### src/rtl/serial_twos_pkg.sv
// Shared types and constants for the bit-serial two's-complement subtractor.
package serial_twos_pkg;

  typedef enum logic [1:0] {
    IDLE  = 2'd0,
    SHIFT = 2'd1,
    DONE  = 2'd2
  } state_e;

  localparam int WIDTH_DEFAULT = 12;

  // Bit counter width for a given operand width.
  function automatic int cnt_width(input int w);
    return $clog2(w);
  endfunction

  localparam int CNT_W_DEFAULT = cnt_width(WIDTH_DEFAULT);

  // Saturation limits for a w-bit signed result (w <= 64).
  function automatic logic [63:0] sat_max(input int w);
    return (64'd1 << (w - 1)) - 64'd1;
  endfunction

  function automatic logic [63:0] sat_min(input int w);
    return 64'd1 << (w - 1);
  endfunction

endpackage

### src/rtl/serial_twos_sub_bit_cell.sv
// One-bit subtract cell: full adder on r and ~x plus the registered carry
// that is reused across the serial bit positions.
module sub_bit_cell (
  input  logic clk,
  input  logic rst_n,
  input  logic load,
  input  logic en,
  input  logic r_bit,
  input  logic x_bit,
  output logic sum,
  output logic c_in_q,
  output logic c_out
);

  logic x_inv;
  logic c_q;
  logic c_d;

  assign x_inv  = ~x_bit;
  assign sum    = r_bit ^ x_inv ^ c_q;
  assign c_out  = (r_bit & x_inv) | (r_bit & c_q) | (x_inv & c_q);
  assign c_in_q = c_q;

  // Next carry: preset to 1 for the "+1" of negation, otherwise ripple forward.
  always_comb begin
    // NOTE: assign a default first so every path drives c_d and no latch is inferred.
    c_d = c_q;
    if (load) begin
      c_d = 1'b1;
    end else if (en) begin
      c_d = c_out;
    end
  end

  // Carry register with synchronous active-low reset.
  always_ff @(posedge clk) begin
    // NOTE: sequential state uses non-blocking assignments so all flops update together.
    if (!rst_n) begin
      c_q <= 1'b0;
    end else begin
      c_q <= c_d;
    end
  end

endmodule

### src/rtl/serial_twos_sub.sv
// Bit-serial r - x (computed as r + ~x + 1), LSB first, one bit per cycle,
// with borrow and signed-overflow flags behind a valid/ready handshake.
// Optional: define SERIAL_TWOS_SUB_SAT_EN to saturate diff on signed overflow.
module serial_twos_sub
  import serial_twos_pkg::*;
#(
  parameter int WIDTH = WIDTH_DEFAULT
) (
  input  logic             t_clk,
  input  logic             nrst,
  input  logic             in_valid,
  output logic             in_ready,
  input  logic [WIDTH-1:0] x,
  input  logic [WIDTH-1:0] r,
  input  logic             neg_only,
  output logic             out_valid,
  input  logic             out_ready,
  output logic [WIDTH-1:0] diff,
  output logic             borrow,
  output logic             ovf
);

  localparam int             CNT_W    = cnt_width(WIDTH);
  localparam logic [CNT_W-1:0] LAST_BIT = CNT_W'(WIDTH - 1);
`ifdef SERIAL_TWOS_SUB_SAT_EN
  localparam logic [WIDTH-1:0] SAT_POS = WIDTH'(sat_max(WIDTH));
  localparam logic [WIDTH-1:0] SAT_NEG = WIDTH'(sat_min(WIDTH));
`endif

  state_e             state_q, state_d;
  logic [CNT_W-1:0]   cnt_q, cnt_d;
  logic [WIDTH-1:0]   x_q, x_d;
  logic [WIDTH-1:0]   r_q, r_d;
  logic [WIDTH-1:0]   sh_q, sh_d;
  logic [WIDTH-1:0]   diff_q, diff_d;
  logic               borrow_q, borrow_d;
  logic               ovf_q, ovf_d;

  logic accept;
  logic shifting;
  logic sum;
  logic c_in_q;
  logic c_out;

  assign in_ready  = (state_q == IDLE);
  assign out_valid = (state_q == DONE);
  assign accept    = in_ready & in_valid;
  assign shifting  = (state_q == SHIFT);

  assign diff   = diff_q;
  assign borrow = borrow_q;
  assign ovf    = ovf_q;

  sub_bit_cell u_cell (
    .clk    (t_clk),
    .rst_n  (nrst),
    .load   (accept),
    .en     (shifting),
    .r_bit  (r_q[cnt_q]),
    .x_bit  (x_q[cnt_q]),
    .sum    (sum),
    .c_in_q (c_in_q),
    .c_out  (c_out)
  );

  // Next-state, operand capture, serial shift and result/flag capture.
  always_comb begin
    state_d  = state_q;
    cnt_d    = cnt_q;
    x_d      = x_q;
    r_d      = r_q;
    sh_d     = sh_q;
    diff_d   = diff_q;
    borrow_d = borrow_q;
    ovf_d    = ovf_q;

    case (state_q)
      IDLE: begin
        if (in_valid) begin
          x_d     = x;
          r_d     = neg_only ? '0 : r;
          cnt_d   = '0;
          state_d = SHIFT;
        end
      end

      SHIFT: begin
        sh_d = {sum, sh_q[WIDTH-1:1]};
        if (cnt_q == LAST_BIT) begin
          state_d  = DONE;
          diff_d   = {sum, sh_q[WIDTH-1:1]};
          ovf_d    = c_in_q ^ c_out;
          borrow_d = ~c_out;
`ifdef SERIAL_TWOS_SUB_SAT_EN
          if (c_in_q ^ c_out) begin
            diff_d = (~r_q[WIDTH-1] & x_q[WIDTH-1]) ? SAT_POS : SAT_NEG;
          end
`endif
        end else begin
          cnt_d = cnt_q + 1'b1;
        end
      end

      DONE: begin
        if (out_ready) begin
          state_d = IDLE;
        end
      end

      default: state_d = IDLE;
    endcase
  end

  // Control and visible result registers, cleared by reset.
  always_ff @(posedge t_clk) begin
    if (!nrst) begin
      state_q  <= IDLE;
      cnt_q    <= '0;
      diff_q   <= '0;
      borrow_q <= 1'b0;
      ovf_q    <= 1'b0;
    end else begin
      state_q  <= state_d;
      cnt_q    <= cnt_d;
      diff_q   <= diff_d;
      borrow_q <= borrow_d;
      ovf_q    <= ovf_d;
    end
  end

  // Operand and shift registers; always written before being read.
  always_ff @(posedge t_clk) begin
    // NOTE: no reset here: these are loaded on accept or shifted before any use.
    x_q  <= x_d;
    r_q  <= r_d;
    sh_q <= sh_d;
  end

endmodule

### config.mk
export PLATFORM = sky130hd
export DESIGN_NAME = serial_twos_sub
export DESIGN_NICKNAME = d
export VERILOG_FILES = /design/src/rtl/serial_twos_pkg.sv /design/src/rtl/serial_twos_sub_bit_cell.sv /design/src/rtl/serial_twos_sub.sv
export SDC_FILE = /design/constraint.sdc
export NUM_CORES = 1
export LEC_CHECK = 0
export ABC_AREA = 1
export CAP_MARGIN = 5
export CORE_MARGIN = 2
export CORE_UTILIZATION = 46
export CTS_CLUSTER_DIAMETER = 150
export DETAILED_ROUTE_END_ITERATION = 10
export HOLD_SLACK_MARGIN = 0.08
export PLACE_DENSITY = 0.71
export SLEW_MARGIN = 20
export SYNTH_ARGS = -nofsm -noshare
export SYNTH_HDL_FRONTEND = slang
export SYNTH_SLANG_ARGS = --single-unit
### constraint.sdc
create_clock -name t_clk -period 1.6 [get_ports t_clk]
set_input_delay 0.24 -clock t_clk [delete_from_list [all_inputs] [get_ports t_clk]]
set_output_delay 0.24 -clock t_clk [all_outputs]
set_load 0.03 [all_outputs]
==> metrics.md, run 1 <==
| Metric | Value |
|---|---|
| Root Driver | `clkbuf_8` |
| Final Max Slew Viols | `0` |
| Status | `finished with violations` |
| Starting Density | `0.482` |
| Largest net degree at the start of global routing | `25` |
| Cell taking the most area after synthesis | `edfxtp_1` |
| Clock skew | `5.60 ps` |
| CTS max path bufs | `2` |
| Syn Area/Cell | `9.90 um2` |
| Top-count cell post-synth | `nor2_1` |
| Rel. slew slack | `0.744` |
| Tmin final | `1700 ps` |
| Leak pwr | `1.50 nW` |
| Slowest cell on crit path | `dfxtp_4` |
| Fraction of layout cells with a size suffix above 1 | `0.173` |
| Reg2reg start | `cnt_q[0]` |
| GR Util All Layers | `0.168` |
| Initial antenna violation count | `0` |
| F_max | `588 MHz` |
| DP Wirelength | `2920 um` |
| Non-filler instance count after layout | `356` |
| CP startpoint kind | `flip-flop` |
| Placed Cells | `346` |
| Filler cells | `389` |
| Number of synthesized flops with an enable pin | `35` |
| H-tree levels | `2` |
| Die Y | `74.8 um` |
| Synth Instances | `233` |
| Largest cells by area after synthesis | `edfxtp_1, dfxtp_1, nor2_1` |
| Residual DRC | `0` |
| Critical path required time | `1820 ps` |
| First-pass GRT wire length | `7000 um` |
| Setup tns final | `-328 ps` |
| Clock sink count | `56` |
| Max-cap violations | `0` |
| Worst-path clk slew | `100 ps` |
| Worst Hold Launch | `sh_q[3]` |
| Crit. Startpoint | `cnt_q[0]` |
| TritonCTS Buffers | `5` |
| Critical path's largest stage delay | `400 ps` |
| Final setup viols | `5` |
| Slew @ Worst Pin | `382 ps` |
| Tcrit/Tclk final | `1.06` |
| Worst-Skew Late Latency | `310 ps` |
| Diode count | `0` |
| Mapped cell area | `2310 um2` |
| FF+latch count, synth | `56` |
| Row Count | `25` |
| Critical path class | `reg2reg` |
| Ys Warns | `0` |
| Number of global-route vias before repair | `1554` |
| RSZ-0062 raised after global routing | `yes` |
| Post-synth top area share | `0.456` |
| Most common library cells after synthesis | `nor2_1, edfxtp_1, inv_1, nand2_1, dfxtp_1` |
| Final nets | `319` |
| Hold Crit Class | `reg2reg` |
| Buffers on Ports | `44` |
| Failing checks | `negative setup slack` |
| Die ar. | `5600 um2` |
| Vias/cell | `4.67` |
| CP arrival | `1920 ps` |
| CP max FO | `6` |
| RePlAce Congestion | `0.793` |
| Crit. End Element | `flip-flop` |
| Unique masters post-synth | `26` |
| Drt first pass iters | `5` |
| Routed WL per cell | `11.8 um` |
| Area Overhead vs Synth | `32.0%` |
| Routed WL | `4190 um` |
| Seq/Total Area, Yosys | `0.638` |
| Multi-input gate area | `683 um2` |
| Hold slack | `475 ps` |
| Via count | `1663` |
| Top FF cell, synth | `edfxtp_1` |
| PD cells | `917 nW/um2` |
| Total Power | `2.79 mW` |
| Final WS setup | `-102 ps` |
| Max IR drop VDD | `0.520 mV` |
| Syn Nets | `264` |
| Register area | `1480 um2` |
| Die X | `74.8 um` |
| Top Ports | `45` |
| Initial DRC Count | `159` |
| Critical-path cell list | `buf_6 -> nand2_1 -> nand3_1 -> nand3_1 -> nand3_1 -> nand2_1 -> inv_2 -> fa_2 -> inv_2 -> o211ai_1 -> nand2_1 -> inv_1` |
| Total gr overflow | `0` |
| Synth async-reset ratio | `0` |
| Detail Route Antenna Nets | `0` |
| Core box area | `4790 um2` |
| Hold Vio Cnt, Final | `0` |
| TritonCTS clock tree | `built` |
registers in the layout, summed over array words and instances (netlist names):
signal,count
sh_q,11
borrow,1
ovf,1
state_q,2
x_q,12
r_q,12
cnt_q,4
diff,12
u_cell.c_in_q,1
cells by family after synthesis:
group | share of synthesized area
fa+ha+maj | 0.0141
simple gates | 0.194
flops | 0.638
xor+xnor | 0.00380
compound gates | 0.0749
buf+inv | 0.0754
metrics by stage:
stage / instance area, um2 / utilization / worst slack (ps)
6_report: 3040 / 0.636 / -102
5_1_grt: 3040 / 0.636 / -212
4_1_cts: 3010 / 0.628 / -69.3
3_5_place_dp: 2880 / 0.602 / -152
3_3_place_gp: 2880 / 0.602 / -129
2_1_floorplan: 2330 / - / 8.68
metal layers:
| metal | part of all wire | GRT usage | vias up |
|---|---|---|---|
| met2 | 0.46 | 0.253 | 32 |
| met1 | 0.49 | 0.236 | 763 |
| li1 | - | - | 864 |
| met4 | 0.015 | 0.0714 | 0 |
| met3 | 0.035 | 0.0388 | 4 |
| met5 | 0 | 0 | - |
layout by cell type (no fill, tap or decap), types with 4 or more instances in the layout:
cell type	n
nand2_2	5
clkdlybuf4s50_1	29
buf_4	9
nand2_1	26
dfxtp_1	19
inv_1	26
a21oi_1	5
nand3_1	10
nor2_2	11
dlymetal6s2s_1	12
edfxtp_1	35
o21ai_1	19
inv_2	4
nor2_1	45
o21ai_0	6
clkbuf_8	5
timing repair:
item / CTS / global route
endpoints found under the setup margin: 8 / 29
buffers inserted: 2 / 0
pin swaps: 12 / 1
hold buffers: 0 / 0
gates resized for setup: 16 / 15
layout make-up:
class | instances | area share
clock buffer | 5 | 0.0226
multi-input combinational | 136 | 0.225
clock inverter | 3 | 0.00535
sequential | 56 | 0.485
inverter | 33 | 0.0452
timing repair buffer | 56 | 0.190
tap | 67 | 0.0275
critical path, delay by kind of cell, from the launching register on:
family / cells / cell delay, ps
and+or+nand+nor: 6 / 460
DFF: 1 / 400
adders and majority gates: 1 / 380
buffers and inverters: 4 / 280
AOI/OAI and AO/OA: 1 / 90
power breakdown:
group	total (mW)	leakage [nW]	switching, mW	internal (mW)
logic	0.371	0.943	0.186	0.184
registers	1.67	0.509	0.0467	1.62
clock network	0.752	0.0464	0.446	0.306
total	2.79	1.50	0.679	2.11
worst paths after layout:
kind                                      end  slack, ps  cells past startpoint
worst max-delay path            u_cell.c_in_q       -100                     12
worst max register to register  u_cell.c_in_q       -100                     12
worst min-delay path                  sh_q[2]        470                      0
worst min register to register        sh_q[2]        470                      0
No activity file was read; power rests on OpenSTA's default activity.
==> run 2, diff against run 1 <==
--- a/config.mk
+++ b/config.mk
@@ -7,7 +7,6 @@
 export LEC_CHECK = 0
 export ABC_AREA = 1
 export CAP_MARGIN = 5
-export CORE_MARGIN = 2
 export CORE_UTILIZATION = 46
 export CTS_CLUSTER_DIAMETER = 150
 export DETAILED_ROUTE_END_ITERATION = 10
==> run 2 against run 1 <==
  * The run still ends with negative setup slack left
  * Fmax down 1.4%
  * Sequential share of layout area fell by 0.14 points
  * Worst hold slack lost 3.8 ps
  * Sequential cell count is the same
  * Critical path type unchanged
  * Largest power group unchanged
  * Highest routed layer unchanged
==> metrics.md, run 2 (synthesis gave the netlist of run 1 again) <==
| Metric | Value |
|---|---|
| Residual DRC | `0` |
| Tmin final | `1730 ps` |
| First-pass GRT wire length | `7060 um` |
| Setup tns final | `-447 ps` |
| Worst-path clk slew | `100 ps` |
| Die Y | `72.8 um` |
| Fin area | `3050 um2` |
| Die ar. | `5300 um2` |
| Hold Crit Class | `reg2reg` |
| Max IR drop VDD | `0.564 mV` |
| Failing checks | `negative setup slack` |
| Commonest non-fill, non-tap cells in the layout | `nor2_1, edfxtp_1, clkdlybuf4s50_1` |
| Dpl ws | `-146 ps` |
| RePlAce Congestion | `0.835` |
| TritonCTS Buffers | `5` |
| Top Ports | `45` |
| Buffers on Ports | `44` |
| Tcrit/Tclk final | `1.08` |
| Met3 WL post-DR | `204 um` |
| Total gr overflow | `0` |
| Crit. End Element | `flip-flop` |
| Filler cells | `409` |
| Number of global-route vias before repair | `1589` |
| Post-CTS Hold Buffers | `0` |
| Met2 wire length | `2060 um` |
| RSZ-0062 raised after global routing | `yes` |
| F_max | `579 MHz` |
| Initial DRC Count | `106` |
| Vias/cell | `4.79` |
| TritonCTS clock tree | `built` |
| Detail Route Antenna Nets | `0` |
| Row Count | `25` |
| Max Used Layer | `met4` |
| Drt first pass iters | `4` |
| PD cells | `961 nW/um2` |
| Final setup viols | `5` |
| Metal-1 WL | `1950 um` |
| CP startpoint kind | `flip-flop` |
| Core box area | `4790 um2` |
| H-tree levels | `2` |
| Largest net degree at the start of global routing | `25` |
| Final WS setup | `-126 ps` |
| CP arrival | `1780 ps` |
| Leak pwr | `1.43 nW` |
| Critical path required time | `1650 ps` |
| Die X | `72.8 um` |
| Most common cell after layout, fill and taps aside | `nor2_1` |
| Status | `finished with violations` |
| Slew @ Worst Pin | `404 ps` |
| Max-cap violations | `0` |
| Final Max Slew Viols | `0` |
| Root Driver | `clkbuf_8` |
| Worst-Skew Late Latency | `300 ps` |
| Routed WL per cell | `12.0 um` |
| Hold Vio Cnt, Final | `0` |
| CTS max path bufs | `2` |
| Critical path class | `reg2reg` |
| GR Util All Layers | `0.176` |
| Starting Density | `0.482` |
| CP max FO | `6` |
| Initial antenna violation count | `0` |
| Fraction of layout cells with a size suffix above 1 | `0.160` |
| Register area | `1480 um2` |
| Routed WL | `4270 um` |
| Multi-input gate area | `681 um2` |
| Via count | `1701` |
| Rel. slew slack | `0.730` |
| Clock sink count | `56` |
| Placed Area | `2890 um2` |
| Area Overhead vs Synth | `32.3%` |
| Final nets | `318` |
| Diode count | `0` |
| DP Wirelength | `2970 um` |
| Clock skew | `7.95 ps` |
## run 2: cell types whose count changed in the layout (fill, tap and decap cells not counted), moves of 2 or more
cell,change
nor2_4,+2
inv_4,-2
nand2_1,+3
nand2_2,-3
dlymetal6s2s_1,-4
clkdlybuf4s50_1,+4
## run 2: layer usage
| metal | vias to the layer above | GRT usage |
|---|---|---|
| li1 | 857 | - |
| met1 | 787 | 0.231 |
| met2 | 51 | 0.291 |
| met3 | 6 | 0.0456 |
| met4 | 0 | 0.0479 |
| met5 | - | 0 |
## run 2: critical path, stage by stage (launching register included)
cell	delay, ps
dfxtp_4	430
buf_6	150
o21ai_0	90
o22ai_1	200
nand2_1	70
nand2_1	80
fa_2	450
## run 2: final cells by class
class | count | area share
Sequential cell | 56 | 0.484
Multi-Input combinational cell | 136 | 0.223
Timing Repair Buffer | 55 | 0.186
Clock inverter | 2 | 0.0115
Tap cell | 67 | 0.0275
Inverter | 33 | 0.0443
Clock buffer | 6 | 0.0238
## run 2: path summary, 6_finish.rpt
path | endpoint | slack [ps] | from | cells after the start
max | sh_q[11] | -130 | cnt_q[0] | 6
min | sh_q[2] | 470 | sh_q[3] | 0
max reg2reg | sh_q[11] | -130 | cnt_q[0] | 6
min reg2reg | sh_q[2] | 470 | sh_q[3] | 0
## run 2: through the flow
step | power (mW) | utilization | std cells | hold WS [ps]
after global routing | 3.07 | 0.638 | 355 | 466
after detailed placement | 2.04 | 0.603 | 345 | 440
after global placement | 2.03 | 0.603 | 345 | 441
after CTS | 2.93 | 0.626 | 353 | 464
final | 2.93 | 0.638 | 355 | 471
after floorplan | 1.89 | - | 233 | 339
## run 2: what timing repair did
| action | CTS | global route |
|---|---|---|
| pin swaps | 0 | 13 |
| setup buffers | 0 | 2 |
| resized for setup | 6 | 17 |
| endpoints found under the hold margin | 0 | 0 |
| endpoints found under the setup margin | 8 | 13 |
## run 2: where the power goes
part | internal, mW | leakage [nW] | switching, mW
Sequential | 1.62 | 0.509 | 0.0464
Combinational | 0.180 | 0.861 | 0.184
Clock | 0.465 | 0.0552 | 0.434
